File: src/rtl/alu_arbiter_if.sv
// alu_arbiter_if: client request/response and ALU-side bundle for alu_arbiter.
// The arbiter connects through the slave modport; the environment (clients
// plus the shared ALU) connects through the master modport.
interface alu_arbiter_if #(
    parameter int WORD_W = 32
) ();
    // client 0
    logic              req0_valid;
    logic              req0_ready;
    logic [3:0]        req0_op;
    logic [WORD_W-1:0] req0_a;
    logic [WORD_W-1:0] req0_b;
    logic              rsp0_valid;
    logic              rsp0_ack;
    // client 1
    logic              req1_valid;
    logic              req1_ready;
    logic [3:0]        req1_op;
    logic [WORD_W-1:0] req1_a;
    logic [WORD_W-1:0] req1_b;
    logic              rsp1_valid;
    logic              rsp1_ack;
    // shared response data
    logic [WORD_W-1:0] rsp_result;
    logic              rsp_negative;
    logic              rsp_zero;
    logic              rsp_overflow;
    // ALU side
    logic [3:0]        alu_op;
    logic [WORD_W-1:0] alu_port_a;
    logic [WORD_W-1:0] alu_port_b;
    logic [WORD_W-1:0] alu_result;
    logic              alu_negative;
    logic              alu_zero;
    logic              alu_overflow;

    modport slave (
        input  req0_valid, req0_op, req0_a, req0_b, rsp0_ack,
        input  req1_valid, req1_op, req1_a, req1_b, rsp1_ack,
        output req0_ready, rsp0_valid, req1_ready, rsp1_valid,
        output rsp_result, rsp_negative, rsp_zero, rsp_overflow,
        output alu_op, alu_port_a, alu_port_b,
        input  alu_result, alu_negative, alu_zero, alu_overflow
    );

    modport master (
        output req0_valid, req0_op, req0_a, req0_b, rsp0_ack,
        output req1_valid, req1_op, req1_a, req1_b, rsp1_ack,
        input  req0_ready, rsp0_valid, req1_ready, rsp1_valid,
        input  rsp_result, rsp_negative, rsp_zero, rsp_overflow,
        input  alu_op, alu_port_a, alu_port_b,
        output alu_result, alu_negative, alu_zero, alu_overflow
    );
endinterface

File: src/rtl/alu_arbiter.sv
// alu_arbiter: two-client arbiter/sequencer in front of the shared ALU.
// IDLE grants one request (round-robin on ties), EXEC drives the captured
// operation into the combinational ALU for one cycle, RESP holds the
// registered result/flags until the owning client acknowledges.
// Optional build macro: ALU_ARB_FIXED_PRI_EN -- client 0 always wins ties
// (last_grant is still tracked but no longer steers arbitration).
module alu_arbiter #(
    parameter int WORD_W = 32
) (
    input  logic         CLK,
    input  logic         nRST,
    alu_arbiter_if.slave bus
);

    typedef enum logic [1:0] {
        ST_IDLE = 2'b00,
        ST_EXEC = 2'b01,
        ST_RESP = 2'b10
    } state_t;

    state_t            state_r;
    state_t            state_s;
    logic              last_grant_r;
    logic              owner_r;
    logic              grant0_s;
    logic              grant1_s;
    logic              accept0_s;
    logic              accept1_s;
    logic              accept_s;
    logic              owner_ack_s;
    logic [3:0]        alu_op_r;
    logic [WORD_W-1:0] alu_a_r;
    logic [WORD_W-1:0] alu_b_r;
    logic [WORD_W-1:0] rsp_result_r;
    logic              rsp_negative_r;
    logic              rsp_zero_r;
    logic              rsp_overflow_r;
    logic              rsp0_valid_r;
    logic              rsp1_valid_r;

    // Index of the client that wins when both request at once.
    function automatic logic tie_winner(input logic last_grant);
`ifdef ALU_ARB_FIXED_PRI_EN
        tie_winner = 1'b0 & last_grant;
`else
        tie_winner = ~last_grant;
`endif
    endfunction

    // Grant decode: only in IDLE, one client at most.
    always_comb begin
        grant0_s = 1'b0;
        grant1_s = 1'b0;
        if (state_r == ST_IDLE) begin
            case ({bus.req1_valid, bus.req0_valid})
                2'b01: grant0_s = 1'b1;
                2'b10: grant1_s = 1'b1;
                2'b11: begin
                    if (tie_winner(last_grant_r)) begin
                        grant1_s = 1'b1;
                    end else begin
                        grant0_s = 1'b1;
                    end
                end
                default: begin
                    grant0_s = 1'b0;
                    grant1_s = 1'b0;
                end
            endcase
        end else begin
            grant0_s = 1'b0;
            grant1_s = 1'b0;
        end
    end

    assign accept0_s   = bus.req0_valid & grant0_s;
    assign accept1_s   = bus.req1_valid & grant1_s;
    assign accept_s    = accept0_s | accept1_s;
    // Only the owner's acknowledge counts; the other client's is ignored.
    assign owner_ack_s = owner_r ? bus.rsp1_ack : bus.rsp0_ack;

    // Next-state logic for the IDLE -> EXEC -> RESP sequence.
    always_comb begin
        state_s = state_r;
        case (state_r)
            ST_IDLE: begin
                if (accept_s) begin
                    state_s = ST_EXEC;
                end else begin
                    state_s = ST_IDLE;
                end
            end
            ST_EXEC: state_s = ST_RESP;
            ST_RESP: begin
                if (owner_ack_s) begin
                    state_s = ST_IDLE;
                end else begin
                    state_s = ST_RESP;
                end
            end
            default: state_s = ST_IDLE;
        endcase
    end

    // State register; reset discards any in-flight operation.
    always_ff @(posedge CLK or negedge nRST) begin
        if (!nRST) begin
            state_r <= ST_IDLE;
        end else begin
            state_r <= state_s;
        end
    end

    // Owner and round-robin history, updated on every acceptance.
    always_ff @(posedge CLK or negedge nRST) begin
        if (!nRST) begin
            owner_r      <= 1'b0;
            last_grant_r <= 1'b1;
        end else if (accept_s) begin
            owner_r      <= accept1_s;
            last_grant_r <= accept1_s;
        end else begin
            owner_r      <= owner_r;
            last_grant_r <= last_grant_r;
        end
    end

    // ALU input registers: loaded on acceptance, otherwise hold the last op.
    always_ff @(posedge CLK or negedge nRST) begin
        if (!nRST) begin
            alu_op_r <= 4'd0;
            alu_a_r  <= '0;
            alu_b_r  <= '0;
        end else if (accept1_s) begin
            alu_op_r <= bus.req1_op;
            alu_a_r  <= bus.req1_a;
            alu_b_r  <= bus.req1_b;
        end else if (accept0_s) begin
            alu_op_r <= bus.req0_op;
            alu_a_r  <= bus.req0_a;
            alu_b_r  <= bus.req0_b;
        end else begin
            alu_op_r <= alu_op_r;
            alu_a_r  <= alu_a_r;
            alu_b_r  <= alu_b_r;
        end
    end

    // Response data: captured from the ALU at the end of EXEC, then frozen.
    always_ff @(posedge CLK or negedge nRST) begin
        if (!nRST) begin
            rsp_result_r   <= '0;
            rsp_negative_r <= 1'b0;
            rsp_zero_r     <= 1'b0;
            rsp_overflow_r <= 1'b0;
        end else if (state_r == ST_EXEC) begin
            rsp_result_r   <= bus.alu_result;
            rsp_negative_r <= bus.alu_negative;
            rsp_zero_r     <= bus.alu_zero;
            rsp_overflow_r <= bus.alu_overflow;
        end else begin
            rsp_result_r   <= rsp_result_r;
            rsp_negative_r <= rsp_negative_r;
            rsp_zero_r     <= rsp_zero_r;
            rsp_overflow_r <= rsp_overflow_r;
        end
    end

    // Per-client response valid: set for the owner leaving EXEC, cleared on its ack.
    always_ff @(posedge CLK or negedge nRST) begin
        if (!nRST) begin
            rsp0_valid_r <= 1'b0;
            rsp1_valid_r <= 1'b0;
        end else if (state_r == ST_EXEC) begin
            rsp0_valid_r <= ~owner_r;
            rsp1_valid_r <= owner_r;
        end else if ((state_r == ST_RESP) && owner_ack_s) begin
            rsp0_valid_r <= 1'b0;
            rsp1_valid_r <= 1'b0;
        end else begin
            rsp0_valid_r <= rsp0_valid_r;
            rsp1_valid_r <= rsp1_valid_r;
        end
    end

    assign bus.req0_ready   = grant0_s;
    assign bus.req1_ready   = grant1_s;
    assign bus.rsp0_valid   = rsp0_valid_r;
    assign bus.rsp1_valid   = rsp1_valid_r;
    assign bus.rsp_result   = rsp_result_r;
    assign bus.rsp_negative = rsp_negative_r;
    assign bus.rsp_zero     = rsp_zero_r;
    assign bus.rsp_overflow = rsp_overflow_r;
    assign bus.alu_op       = alu_op_r;
    assign bus.alu_port_a   = alu_a_r;
    assign bus.alu_port_b   = alu_b_r;

endmodule
File: src/flat_wrapper.sv
// flat-port wrapper written by rule: the top's interface ports become plain ports
module alu_arbiter_flat 
#(
    parameter int WORD_W = 32
)
  (CLK, nRST, bus_req0_valid, bus_req0_op, bus_req0_a, bus_req0_b, bus_rsp0_ack, bus_req1_valid, bus_req1_op, bus_req1_a, bus_req1_b, bus_rsp1_ack, bus_req0_ready, bus_rsp0_valid, bus_req1_ready, bus_rsp1_valid, bus_rsp_result, bus_rsp_negative, bus_rsp_zero, bus_rsp_overflow, bus_alu_op, bus_alu_port_a, bus_alu_port_b, bus_alu_result, bus_alu_negative, bus_alu_zero, bus_alu_overflow);
  alu_arbiter_if #(.WORD_W(WORD_W)) bus_i ();
  input  logic CLK;
  input  logic nRST;
  input wire logic [$bits(bus_i.req0_valid)-1:0] bus_req0_valid;
  input wire logic [$bits(bus_i.req0_op)-1:0] bus_req0_op;
  input wire logic [$bits(bus_i.req0_a)-1:0] bus_req0_a;
  input wire logic [$bits(bus_i.req0_b)-1:0] bus_req0_b;
  input wire logic [$bits(bus_i.rsp0_ack)-1:0] bus_rsp0_ack;
  input wire logic [$bits(bus_i.req1_valid)-1:0] bus_req1_valid;
  input wire logic [$bits(bus_i.req1_op)-1:0] bus_req1_op;
  input wire logic [$bits(bus_i.req1_a)-1:0] bus_req1_a;
  input wire logic [$bits(bus_i.req1_b)-1:0] bus_req1_b;
  input wire logic [$bits(bus_i.rsp1_ack)-1:0] bus_rsp1_ack;
  output wire logic [$bits(bus_i.req0_ready)-1:0] bus_req0_ready;
  output wire logic [$bits(bus_i.rsp0_valid)-1:0] bus_rsp0_valid;
  output wire logic [$bits(bus_i.req1_ready)-1:0] bus_req1_ready;
  output wire logic [$bits(bus_i.rsp1_valid)-1:0] bus_rsp1_valid;
  output wire logic [$bits(bus_i.rsp_result)-1:0] bus_rsp_result;
  output wire logic [$bits(bus_i.rsp_negative)-1:0] bus_rsp_negative;
  output wire logic [$bits(bus_i.rsp_zero)-1:0] bus_rsp_zero;
  output wire logic [$bits(bus_i.rsp_overflow)-1:0] bus_rsp_overflow;
  output wire logic [$bits(bus_i.alu_op)-1:0] bus_alu_op;
  output wire logic [$bits(bus_i.alu_port_a)-1:0] bus_alu_port_a;
  output wire logic [$bits(bus_i.alu_port_b)-1:0] bus_alu_port_b;
  input wire logic [$bits(bus_i.alu_result)-1:0] bus_alu_result;
  input wire logic [$bits(bus_i.alu_negative)-1:0] bus_alu_negative;
  input wire logic [$bits(bus_i.alu_zero)-1:0] bus_alu_zero;
  input wire logic [$bits(bus_i.alu_overflow)-1:0] bus_alu_overflow;
  assign bus_i.req0_valid = bus_req0_valid;
  assign bus_i.req0_op = bus_req0_op;
  assign bus_i.req0_a = bus_req0_a;
  assign bus_i.req0_b = bus_req0_b;
  assign bus_i.rsp0_ack = bus_rsp0_ack;
  assign bus_i.req1_valid = bus_req1_valid;
  assign bus_i.req1_op = bus_req1_op;
  assign bus_i.req1_a = bus_req1_a;
  assign bus_i.req1_b = bus_req1_b;
  assign bus_i.rsp1_ack = bus_rsp1_ack;
  assign bus_req0_ready = bus_i.req0_ready;
  assign bus_rsp0_valid = bus_i.rsp0_valid;
  assign bus_req1_ready = bus_i.req1_ready;
  assign bus_rsp1_valid = bus_i.rsp1_valid;
  assign bus_rsp_result = bus_i.rsp_result;
  assign bus_rsp_negative = bus_i.rsp_negative;
  assign bus_rsp_zero = bus_i.rsp_zero;
  assign bus_rsp_overflow = bus_i.rsp_overflow;
  assign bus_alu_op = bus_i.alu_op;
  assign bus_alu_port_a = bus_i.alu_port_a;
  assign bus_alu_port_b = bus_i.alu_port_b;
  assign bus_i.alu_result = bus_alu_result;
  assign bus_i.alu_negative = bus_alu_negative;
  assign bus_i.alu_zero = bus_alu_zero;
  assign bus_i.alu_overflow = bus_alu_overflow;
  alu_arbiter #(.WORD_W(WORD_W)) u_core (.CLK(CLK), .nRST(nRST), .bus(bus_i));
endmodule
File: config.mk
export PLATFORM = sky130hd
export DESIGN_NAME = alu_arbiter_flat
export DESIGN_NICKNAME = d
export VERILOG_FILES = /design/src/rtl/alu_arbiter_if.sv /design/src/rtl/alu_arbiter.sv /design/src/flat_wrapper.sv
export SDC_FILE = /design/constraint.sdc
export NUM_CORES = 1
export LEC_CHECK = 0
export ABC_AREA = 1
export ABC_CLOCK_PERIOD_IN_PS = 1900
export BUFFER_PORTS_ARGS = -buffer_cell sky130_fd_sc_hd__buf_2
export CAP_MARGIN = 30
export CORE_MARGIN = 4
export CORE_UTILIZATION = 40
export CTS_CLUSTER_SIZE = 30
export DETAILED_ROUTE_END_ITERATION = 7
export PLACE_DENSITY = 0.78
export SYNTH_ARGS = -nofsm -noshare
export SYNTH_HDL_FRONTEND = slang
export SYNTH_SLANG_ARGS = --single-unit
File: constraint.sdc
create_clock -name CLK -period 1.9 [get_ports CLK]
set_input_delay 0.38 -clock CLK [delete_from_list [all_inputs] [get_ports CLK]]
set_output_delay 0.38 -clock CLK [all_outputs]
set_load 0.02 [all_outputs]
# [After elaboration in Yosys (flattened, before gate mapping)]
# Cells that the tools add are included.
[word_totals] ff_bits=109 inputBits=177 output_inout_bits=107 wordCells=44
[op_classes] eq_ne=5 mux=19 n_bitwise=4 n_reduce_logical=4
[ops] op="32-bit two-way mux" n=4
[ops] op="1-bit two-way mux" n=9
[ops] op="4-bit two-way mux" n=2
[ops] op="2-bit equality test, second input constant" n=3
[ops] op="2-bit one-hot mux with 3 select lines" n=1
[ops] op="2-bit by 1-bit equality test with 1-bit output, second input constant" n=2
[ops] op="1-bit one-hot mux with 2 select lines" n=2
[ops] op="2-bit nonzero test" n=2
[ops] op="1-bit bitwise AND" n=2
[ops] op="2-bit zero test" n=1
[ops] op="2-bit two-way mux" n=1
[ops] op="1-bit logical AND" n=1
[ops] op="1-bit NOT" n=1
[ops] op="1-bit bitwise OR" n=1

# [Longest topological paths before layout]
[depth] ltp_word=7 depth_mapped=9 ltp_nobuf=7

# [Worst setup path after synthesis]
# No wires, ideal clock.
[synth_timing] path_type="reg-to-output" startpoint="register u_core.last_grant_r" endpoint="output bus_req1_ready" t_arrival_ns=1.145 required_time_ns=1.520 slack_ns=0.375 path_stages_with_launch=5 n_path_buf=1 cell_sequence="dfstp_2 a21oi_2 nand2_2 clkbuf_1 inv_1"
[synth_via] elab_chain_len=3
[synth_rtl] element="from (decl)" line="alu_arbiter.sv:23" rtl="logic last_grant_r;"
[synth_rtl] element="from (signal assigned)" line="alu_arbiter.sv:121" rtl="last_grant_r <= accept1_s;"
[synth_rtl] element="from (signal assigned)" line="alu_arbiter.sv:124" rtl="last_grant_r <= last_grant_r;"
[synth_rtl] element="1-bit two-way mux" line="alu_arbiter.sv:59" rtl="if (tie_winner(last_grant_r)) begin"
[synth_rtl] element="1-bit one-hot mux with 2 select lines" line="alu_arbiter.sv:55" rtl="case ({bus.req1_valid, bus.req0_valid})"
[synth_rtl] element="1-bit two-way mux" line="alu_arbiter.sv:54" rtl="if (state_r == ST_IDLE) begin"
[synth_rtl] element="to (decl)" line="flat_wrapper.sv:22" rtl="output wire logic [$bits(bus_i.req1_ready)-1:0] bus_req1_ready;"
# No other way between the ends.

# [Worst setup path in the final report]
# Same ends and word-level chain as after synthesis.

==> summary.md <==
| Metric | Value |
|---|---|
| Die Span Y | 124 µm |
| Die width | 124 µm |
| Diodes inserted | 0 |
| Synth Area in Simple Gates | 35.3% |
| Vias in the first global route | 5,128 |
| Post-synth ARST share | 100% |
| Primary FF master, synth | dfrtp_1 |
| Post-Synth XOR/XNOR Area | 0% |
| Largest family of logic cells by synthesized area | simple AND/OR/NAND/NOR gates |
| Worst slew pin tran | 0.534 ns |
| Unrepaired setup endpoints after global routing | false |
| Max incr delay on CP | 0.56 ns |
| Seq pwr share | 33.3% |
| Core Area | 13,200 µm² |
| End of the worst register-to-register path | u_core.bus.alu_port_a[14]$_DFFE_PN0P_ |
| Status | completed |
| Port bufs | 283 |
| Worst Hold Class | in2async |
| Cell Chain, Critical Path | a21oi_4 > nand2_2 > buf_12 > inv_1 > buf_2 |
| DIE AREA | 15,400 µm² |
| Reg-to-reg critical path startpoint | u_core.last_grant_r$_DFFE_PN1P_ |
| Post-synthesis mux area share | 0% |
| Setup CP Type | reg2out |
| Placer Congestion | 0.799 |
| Largest net degree at the start of global routing | 69 |
| P_sw | 0.00575 W |
| Synth Instances | 759 |
| Largest area contributor in the synthesized netlist | dfrtp_1 |
| CP Launch Type | flop |
| Final Hold Fails | 0 |
| Avg WL per Cell | 13.0 µm |
| Hold Buf Count CTS | 0 |
| PwrDens | 1650 nW/µm² |
| Worst R2R Path Depth | 7 |
| Placed cell areas | 7060 µm² |
| Clock Root Buffer | clkbuf_16 |
| Leakage | 4.77 nW |
| Clock skew | 0.00915 ns |
| DRT iter0 DRCs | 329 |
| Drt total wl | 15,800 µm |
| Nets | 1,210 |
| Worst path slowest cell | dfstp_2 |
| Period utilization | 94.5% |
| Area share of the largest cell type after synthesis | 50.0% |
| Yosys cell types | 15 |
| Share of cells above drive strength 1 | 31.8% |
| Clock transition at the registers of the reported paths | 0.07 ns |
| Setup violations, final | 0 |
| Area Growth Syn to Fin | 37.9% |
| DP HPWL | 11,400 µm |
| DRC viols | 0 |
| CP Capture Type | output port |
| Complex-gate fraction of the synthesized area | 0.626% |
| Peak VDD IR | 0.752 mV |
| Cell with the most instances after synthesis | nand2_1 |
| Final Cell Area | 7450 µm² |
| Initial DRT Pass Iterations | 4 |
| Peak Freq | 0.557 GHz |
| Post-synthesis adder-cell area fraction | 0% |
| Area of the mapped netlist | 5400 µm² |
| Setup TNS | 0 ns |
| Worst Hold Slack | 0.0164 ns |
| Slew headroom | 64.4% |
| Clk Latency, worst-skew pair | 0.34 ns |
| Clk buf depth | 2 |
| Via count | 5,475 |
| H-tree depth reported by CTS | 3 |
| Yosys warnings | 0 |
| Top cells by area, synth | dfrtp_1 50%, nand2_1 22%, nand3_1 13%, inv_1 9.9%, clkbuf_1 1.5% |
| Clk network pwr share | 14.8% |
| Internal power | 0.00657 W |
| Fin. max-slew vios | 0 |
| Starting Density | 40.8% |
| Std-Cell Rows | 42 |
| CTS sink cnt | 109 |
| First-pass GRT wire length | 24,500 µm |
| FF+latch count, synth | 109 |
| IO Count | 284 |
| CP max FO | 5 |
| Sw frac | 46.7% |
| Logic pwr share | 51.9% |
| Min Tclk post-route | 1.80 ns |
| Avg Inst Size Synth | 7.11 µm² |
| CP arrival | 1.42 ns |
| GR Util All Layers | 20.4% |
| Reg2Reg Setup Slack | 0.24 ns |
| Initial antenna violation count | 1 |
| Seq/Total Area, Yosys | 50.5% |
| Post-detailed-route count of antenna-violating nets | 0 |
| DR vias/cell | 4.51 |
| GR Overflow Total | 0 |
| Cts bufs inserted | 9 |
| Maxcap violations | 0 |
| Critical Path RT | 1.52 ns |
| CTS tree | built |
| EDFF count, synth | 0 |
| Mapped Nets | 936 |
| Most frequent cells after synthesis | 314 x nand2_1, 143 x inv_1, 140 x nand3_1 |
-- cell type report --
cell class / count / area (µm²)
clock buffers: 10 / 239
clock inverters: 6 / 57.6
fillers: 1279 / 5800
inverters: 144 / 541
multi-input cells: 464 / 1950
flip-flops and latches: 109 / 2730
well taps: 176 / 220
repair buffers: 305 / 1710
-- repair_timing --
item | in CTS | in global routing
pin swaps | 0 | 1
cloned | 2 | 0
endpoints found under the hold margin | 0 | 0
gates resized for setup | 1 | 1
endpoints found under the setup margin | 1 | 2
setup buffers | 0 | 3
-- routing by layer --
metal	global-route usage (%)	vias up	part of all wire (%)
li1	-	2807	-
met1	24.8	2417	40
met2	34.9	223	49
met3	5.09	26	8.8
met4	8.01	2	2.5
met5	0	-	0.044
-- sequential cells by signal, summed over array words and instances, names as in the netlist --
signal	cells
u_core.state_r	2
u_core.bus.alu_port_a	32
u_core.bus.rsp_zero	1
u_core.last_grant_r	1
u_core.owner_r	1
u_core.bus.rsp_result	32
u_core.bus.alu_port_b	32
u_core.bus.rsp_overflow	1
u_core.bus.rsp0_valid	1
u_core.bus.rsp_negative	1
u_core.bus.rsp1_valid	1
u_core.bus.alu_op	4
-- power by group through the flow --
stage | logic, W | clock network, W | registers [W]
4_1_cts | 0.00647 | 0.00188 | 0.00410
3_5_place_dp | 0.00633 | 0 | 0.00411
5_1_grt | 0.00716 | 0.00197 | 0.00426
2_1_floorplan | 0.00268 | 0 | 0.00547
3_3_place_gp | 0.00620 | 0 | 0.00412
6_report | 0.00639 | 0.00183 | 0.00411
-- kinds of logic (layout without fill, tap and decap cells) --
group,Yosys count,in the layout
AOI/OAI and AO/OA,6,6
buffers and inverters,186,465
and+or+nand+nor,458,458
DFF,109,109
-- placed cells by master, fill, tap and decap left out, types with 2 or more instances in the layout --
master      instances
nand2_1           314
o21ai_0             5
inv_2               2
buf_2             282
inv_1             142
bufbuf_16           2
clkinvlp_4          2
nand2_2             2
inv_6               2
buf_12              6
clkbuf_16           9
buf_4              15
nand3_1           140
dfrtp_1           107
-- metrics by stage --
step                      utilization, %  worst slack (ns)  total power, W  instances
final                               56.2             0.105          0.0123       1214
after global routing                56.2            0.0167          0.0134       1214
after CTS                           56.1          0.000795          0.0125       1211
after detailed placement            53.3             0.252          0.0104       1193
after global placement              53.3             0.269          0.0103       1193
after floorplan                        -             0.375         0.00815        759
-- critical path, delay by kind of cell (launching register included) --
family / cells / cell delay [ns]
AOI/OAI and AO/OA: 1 / 0.07
buffers and inverters: 3 / 0.31
and+or+nand+nor: 1 / 0.13
DFF: 1 / 0.56
-- worst max-delay path by stage --
stage / startpoint / to
detailed placement: bus_req1_valid / bus_req1_ready
global placement: bus_req1_valid / bus_req1_ready
finish: u_core.last_grant_r$_DFFE_PN1P_ / bus_req1_ready
global route: u_core.last_grant_r$_DFFE_PN1P_ / bus_req0_ready
CTS: u_core.last_grant_r$_DFFE_PN1P_ / bus_req1_ready
floorplan: u_core.last_grant_r$_DFFE_PN1P_ / bus_req1_ready
(Power assumes the default switching activity.)
